[src/rtl/encoder_9b8b_stream.sv]
// 9b/8b transmit encoder for the calibration path.
// External byte or pattern burst source, 2-entry output FIFO.
module encoder_9b8b_stream #(
  parameter int          BURST_LEN    = 256,
  parameter logic [7:0]  PATTERN_SEED = 8'h00
) (
  input  logic       clk,
  input  logic       rst_n,
  input  logic       mode,
  input  logic       start,
  input  logic [7:0] data_in,
  input  logic       data_valid,
  output logic       data_ready,
  output logic [8:0] code_out,
  output logic       code_valid,
  input  logic       code_ready,
  output logic       busy,
  output logic       done
);

  typedef enum logic [1:0] {
    IDLE,
    BURST,
    DRAIN
  } state_t;

  state_t      state;
  state_t      state_nx;
  logic [8:0]  mem [2];
  logic        rd_ptr;
  logic        wr_ptr;
  logic [1:0]  count;
  logic [7:0]  pat;
  logic [15:0] cnt;
  logic        done_q;

  logic        ext_push;
  logic        pat_push;
  logic        push;
  logic        pop;
  logic        start_ok;
  logic        last_word;
  logic        done_set;
  logic [8:0]  wdata;

  function automatic logic [8:0] enc(
    input logic [7:0] d
  );
    logic [3:0] y;
    y = 4'b0000;
    unique case (d[2:0])
      3'b000: y = 4'b1100;
      3'b001: y = 4'b0011;
      3'b010: y = 4'b0101;
      3'b011: y = 4'b1001;
      3'b100: y = 4'b0110;
      3'b101: y = 4'b1010;
      3'b110: y = 4'b0100;
      3'b111: y = 4'b1011;
    endcase
    return {d[7], d[4], y[3:2],
            d[6], d[5], y[1:0], d[3]};
  endfunction

  always_comb begin
    data_ready = rst_n
               && (state == IDLE)
               && (count != 2'd2);
    ext_push  = data_valid && data_ready;
    pat_push  = (state == BURST)
              && (count != 2'd2);
    push      = ext_push || pat_push;
    pop       = (count != 2'd0) && code_ready;
    wdata     = enc(pat_push ? pat : data_in);
    start_ok  = (state == IDLE) && start && mode;
    last_word = cnt == 16'(BURST_LEN - 1);
    done_set  = (state == DRAIN)
              && (count == 2'd1) && pop;
  end

  // Outputs forced low combinationally while reset is held
  always_comb begin
    code_valid = rst_n && (count != 2'd0);
    code_out   = rst_n ? mem[rd_ptr] : 9'd0;
    busy       = rst_n && (state != IDLE);
    done       = rst_n && done_q;
  end

  always_comb begin
    state_nx = state;
    unique case (state)
      IDLE:  if (start_ok) state_nx = BURST;
      BURST: if (pat_push && last_word) state_nx = DRAIN;
      DRAIN: if (done_set) state_nx = IDLE;
      default: state_nx = IDLE;
    endcase
  end

  always_ff @(posedge clk) begin
    if (!rst_n) state <= IDLE;
    else        state <= state_nx;
  end

  always_ff @(posedge clk) begin
    if (!rst_n) begin
      mem[0] <= 9'd0;
      mem[1] <= 9'd0;
      rd_ptr <= 1'b0;
      wr_ptr <= 1'b0;
      count  <= 2'd0;
      pat    <= PATTERN_SEED;
      cnt    <= 16'd0;
      done_q <= 1'b0;
    end else begin
      done_q <= done_set;
      if (push) begin
        mem[wr_ptr] <= wdata;
        wr_ptr      <= ~wr_ptr;
      end
      if (pop) rd_ptr <= ~rd_ptr;
      unique case ({push, pop})
        2'b10:   count <= count + 2'd1;
        2'b01:   count <= count - 2'd1;
        default: count <= count;
      endcase
      if (start_ok) begin
        pat <= PATTERN_SEED;
        cnt <= 16'd0;
      end else if (pat_push) begin
        pat <= pat + 8'd1;
        cnt <= cnt + 16'd1;
      end
    end
  end

endmodule

[config.mk]
export PLATFORM = sky130hd
export DESIGN_NAME = encoder_9b8b_stream
export DESIGN_NICKNAME = d
export VERILOG_FILES = /design/src/rtl/encoder_9b8b_stream.sv
export SDC_FILE = /design/constraint.sdc
export NUM_CORES = 1
export LEC_CHECK = 0
export BUFFER_PORTS_ARGS = -buffer_cell sky130_fd_sc_hd__clkbuf_2
export CAP_MARGIN = 10
export CORE_MARGIN = 3
export CORE_UTILIZATION = 34
export CTS_CLUSTER_SIZE = 14
export DETAILED_ROUTE_END_ITERATION = 8
export PLACE_DENSITY = 0.5
export SLEW_MARGIN = 30
export SYNTH_ARGS = -nofsm -noshare
export SYNTH_HDL_FRONTEND = slang
export SYNTH_SLANG_ARGS = --single-unit
export TNS_END_PERCENT = 30
[constraint.sdc]
create_clock -name clk -period 6.75 [get_ports clk]
set_clock_uncertainty 0.2 [all_clocks]
set_input_delay 0.3375 -clock clk [delete_from_list [all_inputs] [get_ports clk]]
set_output_delay 0.3375 -clock clk [all_outputs]
set_load 0.05 [all_outputs]
==> flow_summary_export.csv, run 1 <==
group,metric,value,unit
setup_path,rr_startpoint,"count[0]$_SDFFE_PN0P_",
yosys,yosysMostFrequentCell,"nor2_1",
floorplan,die_area,8130,sq um
clock_tree,post_cts_buffers,0,
setup_path,crit_end,"mem[1][1]$_SDFFCE_PN0P_",
yosys,synth_edf_count,18,
place,place.gp.congestion,0.741,
yosys,synth.yosys.warnings,0,
floorplan,rows,30,
detailed_routing,viasPerCell,4.64,
detailed_routing,drtIter0Drc,61,
setup_path,required,6600,ps
global_route,grt_max_degree,25,
detailed_routing,ant_nets,0,
yosys,synth_seq_cells,50,
yosys,synth_area_leaders,"dfxtp_1 27%, edfxtp_1 22%, nor2_1 8.4%, mux2i_1 7.1%, xor2_1 6.5%",
yosys,syn_nets,274,
final_layout,area_growth,13.8,%
pwr,peakVddDrop,77.0,uV
clock_tree,ctsResizeCount,0,
clock_tree,cts-root-buf,"clkbuf_8",
run,maxCapViolCount,0,
timing,relSlewSlack,54.2,%
timing,fmaxAchievable,369,MHz
yosys,synth-main-ff-cell,"dfxtp_1",
yosys,yosysTopAreaCell,"dfxtp_1",
timing,setup_tns,0,ps
timing,drv_slew,0,
clock_tree,numCtsBuffers,5,
global_route,grtUsageTotal,12.0,%
final_layout,diodes,0,
timing,fin_crit_sh,40.1,%
clock_tree,clock_sinks,50,
timing,hold_viol_final,0,
floorplan,initial_core_util,35.2,%
outcome,status,"finished clean",
floorplan,die_h,90.1,microns
detailed_routing,post-route-drc-count,0,
place,place_inst,364,
setup_path,rr_endpoint,"mem[1][1]$_SDFFCE_PN0P_",
yosys,async_flop_share,0,%
yosys,yosysTopAreaCellShare,26.6,%
yosys,synth_common_cells,"54 x nor2_1, 32 x dfxtp_1, 18 x edfxtp_1, 18 x xor2_1, 17 x mux2i_1",
place,portBuffers,26,
clock_tree,hold_buffers,0,
floorplan,core_area,6830,sq um
pwr,static-leakage-power,0.00111,uW
clock_tree,tritoncts,"yes",
final_layout,drive_gt1_share,14.5,%
global_route,antenna_found_initial,0,
clock_tree,cts_max_level,2,
floorplan,ios,27,
setup_path,crit_type,"flip-flop to flip-flop",
timing,fin_crit,2710,ps
timing,tightest_slew,686,ps
setup_path,cp.arrival,2560,ps
yosys,syn_inst,250,
final_layout,fin_nets,299,
detailed_routing,firstDrtPassIters,4,
setup_path,worstPathMaxFanout,11,
final_layout,final_util,40.1,%
setup_path,rrSetupSlack,4040,ps
setup_path,cp-startpoint,"count[0]$_SDFFE_PN0P_",
yosys,synth.avg_cell_area,9.63,sq um
yosys,ys_types,34,
setup_path,setup.worst_path.start_class,"flip-flop",
setup_path,reg2regPathDepth,8,
clock_tree,clock_path_buffers,2,
final_layout,fillCellCount,704,
yosys,seq_area_frac_synth,49.1,%
timing,rsz0062_at_grt,"no",
global_route,grt_pass1_vias,1637,
clock_tree,clk_pin_slew,100,ps
detailed_routing,num_vias,1726,
detailed_routing,wire_per_inst,12.4,microns
hold_path,holdCritPathClass,"primary input to flip-flop",
global_route,grt_pass1_wl,7950,microns
final_layout,seqCellArea,1180,sq um
final_layout,multiInputGateArea,1150,sq um
yosys,syn_area,2410,sq um
global_route,grt-ovfl-total,0,
setup_path,end_kind,"flip-flop",
timing,final-setup-viol-count,0,
detailed_routing,drt_wl_total,4600,microns
place,dp_hpwl,3310,microns
final_layout,final_cells,372,
pwr,power_density,283,nW/um^2
floorplan,die_w,90.1,microns
clock_tree,clk_latency,300,ps
metrics by stage:
stage	area [sq um]	worst slack [ps]	hold slack [ps]	total power (uW)
after detailed placement	2630	4050	276	576
after floorplan	2410	4090	255	532
final	2740	4040	126	776
after CTS	2740	4030	128	786
after global placement	2630	4130	274	575
after global routing	2740	3830	131	823
per-layer routing:
metal	routed length, microns	global-route usage [%]	up-vias
li1	-	-	917
met1	2300	15.6	787
met4	45	3.44	0
met2	2120	19.8	18
met3	134	3.01	4
met5	0	0	-
worst min-delay path by stage:
stage / start / slack, ps / endpoint / cells past startpoint
after floorplan: rst_n / 260 / state[1]$_SDFFE_PN0P_ / 1
after global placement: cnt[15]$_SDFFE_PP0P_ / 270 / cnt[15]$_SDFFE_PP0P_ / 2
after detailed placement: cnt[15]$_SDFFE_PP0P_ / 280 / cnt[15]$_SDFFE_PP0P_ / 2
after CTS: start / 130 / state[0]$_SDFFE_PN0P_ / 3
after global routing: rst_n / 130 / state[1]$_SDFFE_PN0P_ / 2
final: rst_n / 130 / state[1]$_SDFFE_PN0P_ / 2
sequential cells by signal, summed over array words and instances, names as in the netlist, named ones only:
name,cells
cnt,16
count,2
done_q,1
mem,18
pat,8
rd_ptr,1
state,2
wr_ptr,1
cell usage in the layout, fill, tap and decap left out, types with 6 or more instances in the layout:
cell	count
ha_1	10
edfxtp_1	18
nor2_1	54
clkbuf_2	26
nand2_1	16
nand4_1	9
mux2i_1	17
a21oi_1	11
nand3_1	6
xor2_1	18
dfxtp_1	32
inv_1	8
power by group:
part	internal, uW	total (uW)	switching, uW
Clock	109	209	100
Combinational	68.5	199	130
Sequential	344	368	24.1
Total	522	776	255
cell type report:
type	count	share of cell area, %
flip-flops and latches	50	43.1
multi-input cells	181	42.0
repair buffers	28	5.30
well taps	96	4.38
clock buffers	5	2.51
clock inverters	3	1.46
inverters	9	1.23
cell families (layout without fill, tap and decap cells):
kind of cell	after synthesis	after routing	synth area share [%]
and+or+nand+nor	112	112	22.7
muxes	17	17	7.07
xor gates and xnor gates	22	22	8.00
AOI/OAI and AO/OA	20	20	4.83
buffers and inverters	19	45	3.12
adders and majority gates	10	10	5.20
DFF	50	50	49.1
worst max-delay path, cell delays in order (launching register included):
cell and delay, ps:
dfxtp_1 380, inv_1 80, ha_1 280, or3b_1 600
mux2i_1 360, inv_1 110, ha_1 210, mux2i_1 160
nor2_1 70
Power figures use the tool's default switching activity.
==> run 2, diff against run 1 <==
--- a/config.mk
+++ b/config.mk
@@ -5,13 +5,14 @@
 export SDC_FILE = /design/constraint.sdc
 export NUM_CORES = 1
 export LEC_CHECK = 0
+export ABC_AREA = 1
 export BUFFER_PORTS_ARGS = -buffer_cell sky130_fd_sc_hd__clkbuf_2
 export CAP_MARGIN = 10
 export CORE_MARGIN = 3
 export CORE_UTILIZATION = 34
 export CTS_CLUSTER_SIZE = 14
 export DETAILED_ROUTE_END_ITERATION = 8
-export PLACE_DENSITY = 0.5
+export PLACE_DENSITY = 0.52
 export SLEW_MARGIN = 30
 export SYNTH_ARGS = -nofsm -noshare
 export SYNTH_HDL_FRONTEND = slang
==> constraint.sdc (replaced) <==
create_clock -name clk -period 2.4 [get_ports clk]
set_clock_uncertainty 0.2 [all_clocks]
set_input_delay 0.12 -clock clk [delete_from_list [all_inputs] [get_ports clk]]
set_output_delay 0.12 -clock clk [all_outputs]
set_load 0.05 [all_outputs]
==> run 2 against run 1 <==
Clock-buffer cell count unchanged. Wire length up 15%. Synthesized cell count up 33%. Largest cell class is now multi-input combinational cells. Sequential power rose to 2.6 times the previous value. Via count up 25%. Final area up 9.1%. Maximum frequency up 26%. Non-clock buffer count up 8. Sequential share of layout area down 3.6 points. Critical path type unchanged. Worst hold slack worse by 120 ps. Power rose to 2.8 times the previous value. Clock power rose to 2.9 times the previous value.
==> flow_summary_export.csv, run 2 <==
group,metric,value,unit
clock_tree,cts-root-buf,"clkbuf_8",
setup_path,required,2260,ps
setup_path,setup.worst_path.start_class,"flip-flop",
setup_path,end_kind,"flip-flop",
detailed_routing,viasPerCell,4.61,
global_route,grt_pass1_vias,2005,
clock_tree,numCtsBuffers,5,
yosys,syn_nets,357,
clock_tree,clock_path_buffers,2,
final_layout,layout_common_cells,"63 x nor2_1, 62 x nand2_1, 37 x inv_1, 32 x dfxtp_1, 26 x clkbuf_2",
yosys,seq_area_frac_synth,45.8,%
pwr,p_seq_share,44.9,%
run,maxCapViolCount,0,
pwr,power_density,725,nW/um^2
detailed_routing,num_vias,2163,
global_route,antenna_found_initial,0,
setup_path,cp_cell_sequence,"inv_1 -> ha_1 -> buf_4 -> nor2_8 -> nand2_1 -> o21ai_2 -> inv_2 -> ha_1 -> o21ai_0 -> nor2_1",
place,place_ws,242,ps
final_layout,area_growth,16.0,%
floorplan,die_w,93.1,microns
final_layout,finish.instance_area,2990,sq um
yosys,synth_common_cells,"63 x nor2_1, 62 x nand2_1, 37 x inv_1",
yosys,yosysMostFrequentCell,"nor2_1",
yosys,async_flop_share,0,%
setup_path,cp_common_cell,"ha_1",
place,place.gp.congestion,0.839,
yosys,synth_seq_cells,50,
yosys,syn_inst,333,
place,portBuffers,26,
pwr,power_switching,736,uW
pwr,p_comb_share,26.9,%
yosys,syn_area,2580,sq um
pwr,switching_share,34.0,%
yosys,synth_area_leaders,"dfxtp_1 25%, edfxtp_1 21%, nor2_1 9.2%, nand2_1 9.0%, inv_1 5.4%",
yosys,synth_edf_count,18,
yosys,ys_types,32,
timing,fin_ws,246,ps
timing,final-setup-viol-count,0,
timing,tightest_slew,415,ps
pwr,static-leakage-power,0.00124,uW
clock_tree,cts_max_level,2,
setup_path,path_buf_inv,3,
setup_path,crit_slowest_cell,"dfxtp_1",
floorplan,die_area,8660,sq um
detailed_routing,wire_per_inst,11.3,microns
final_layout,largest_reg_flops,18,
clock_tree,ctsResizeCount,0,
detailed_routing,firstDrtPassIters,4,
yosys,synth-main-ff-cell,"dfxtp_1",
floorplan,rows,31,
place,placed_area,2840,sq um
final_layout,final_common_cell,"nor2_1",
final_layout,fillCellCount,772,
pwr,internal_power,1430,uW
detailed_routing,drt_wl_total,5290,microns
yosys,yosysTopAreaCell,"dfxtp_1",
timing,rsz0062_at_grt,"no",
place,dp_hpwl,3960,microns
pwr,peakVddDrop,316,uV
yosys,yosysTopAreaCellShare,24.9,%
timing,fin_crit_sh,89.8,%
setup_path,critPathMaxStageDelay,340,ps
final_layout,fin_nets,393,
final_layout,diodes,0,
final_layout,reg_top3,"mem x18, cnt x16, pat x8",
final_layout,multiInputGateArea,1200,sq um
setup_path,crit_family,"adder cells",
timing,fmaxAchievable,464,MHz
global_route,grt_pass1_wl,9050,microns
yosys,synth.avg_cell_area,7.74,sq um
global_route,grt-ovfl-total,0,
global_route,grt_max_degree,19,
final_layout,final_cells,469,
outcome,status,"finished clean",
timing,relSlewSlack,72.1,%
setup_path,crit_type,"flip-flop to flip-flop",
floorplan,initial_core_util,35.3,%
clock_tree,clock_sinks,50,
final_layout,regMostFlops,"mem",
clock_tree,tritoncts,"yes",
timing,hold_viol_final,0,
clock_tree,clk_pin_slew,100,ps
detailed_routing,ant_nets,0,
yosys,synth.yosys.warnings,0,
hold_path,holdCritPathClass,"primary input to flip-flop",
floorplan,ios,27,
timing,drv_slew,0,
floorplan,core_area,7290,sq um
setup_path,cp.arrival,2010,ps
final_layout,seqCellArea,1180,sq um
detailed_routing,post-route-drc-count,0,
place,place_inst,458,
pwr,p_clk_share,28.2,%
detailed_routing,drtIter0Drc,90,
timing,setup_tns,0,ps
setup_path,worstPathMaxFanout,7,
floorplan,die_h,93.1,microns
clock_tree,clk_latency,300,ps
timing,fin_crit,2150,ps
final_layout,drive_gt1_share,15.7,%
global_route,grtUsageTotal,13.1,%
run 2: changes by cell type after synthesis, sizes merged, moves of 5 or more:
cell / before / now
a21oi: 11 / 24
clkbuf: 7 / 2
inv: 9 / 40
mux2i: 17 / 2
nand2: 16 / 64
nand3: 7 / 16
nor2: 54 / 70
nor3: 2 / 10
o21ai: 4 / 22
xor2: 18 / 3
run 2: final cells by class:
class | instances | share of cell area [%]
inverter | 41 | 5.15
multi-input combinational | 235 | 40.2
sequential | 50 | 39.5
tap | 99 | 4.14
clock buffer | 5 | 2.30
timing repair buffer | 36 | 7.11
clock inverter | 3 | 1.59
run 2: worst register-to-register path, cell delays in order (launching register included):
cell	delay (ps)
dfxtp_1	340
inv_1	80
ha_1	210
buf_4	160
nor2_8	140
nand2_1	100
o21ai_2	100
inv_2	90
ha_1	180
o21ai_0	230
nor2_1	80
run 2: logic make-up (layout without fill, tap and decap cells):
group                      Yosys count  in the layout  synth area share (%)
DFF                                 50             50                  45.8
adders and majority gates           10             10                  4.85
xor gates and xnor gates             3              3                  1.02
muxes                                2              2                 0.777
AOI/OAI and AO/OA                   47             47                  9.37
and+or+nand+nor                    173            173                  30.6
buffers and inverters               48             85                  7.52
run 2: path summary, 6_finish.rpt:
check | from | end | slack, ps | depth (start not counted)
hold / removal | data_in[3] | mem[1][0]$_SDFFCE_PN0P_ | 7 | 3
setup reg to reg | count[0]$_SDFFE_PN0P_ | mem[1][2]$_SDFFCE_PN0P_ | 250 | 10
hold reg to reg | cnt[13]$_SDFFE_PP0P_ | cnt[13]$_SDFFE_PP0P_ | 270 | 2
setup / recovery | count[0]$_SDFFE_PN0P_ | mem[1][2]$_SDFFCE_PN0P_ | 250 | 10
run 2: power groups by stage:
stage / clock (uW) / combinational [uW] / sequential, uW
final: 612 / 583 / 973
after floorplan: 0 / 445 / 985
after detailed placement: 0 / 586 / 994
after global placement: 0 / 582 / 993
after CTS: 630 / 592 / 975
after global routing: 659 / 653 / 982
run 2: through the flow:
step / hold slack [ps] / total power [uW] / utilization [%]
final: 7.26 / 2170 / 41.0
after CTS: 6.98 / 2200 / 41.0
after floorplan: 167 / 1430 / -
after global routing: 11.2 / 2290 / 41.0
after global placement: 249 / 1570 / 39.0
after detailed placement: 258 / 1580 / 39.0
run 2: what timing repair did:
item                                    4_1_cts  5_1_grt
buffers inserted                              0        0
endpoints found under the hold margin         2        0
endpoints found under the setup margin        0        0
hold buffers                                  3        0
run 2: layer usage:
layer | GRT usage (%) | share of wire [%]
met4 | 4.76 | 1.1
met1 | 16.1 | 47
met3 | 2.57 | 3.3
met2 | 22.6 | 49
met5 | 0 | 0
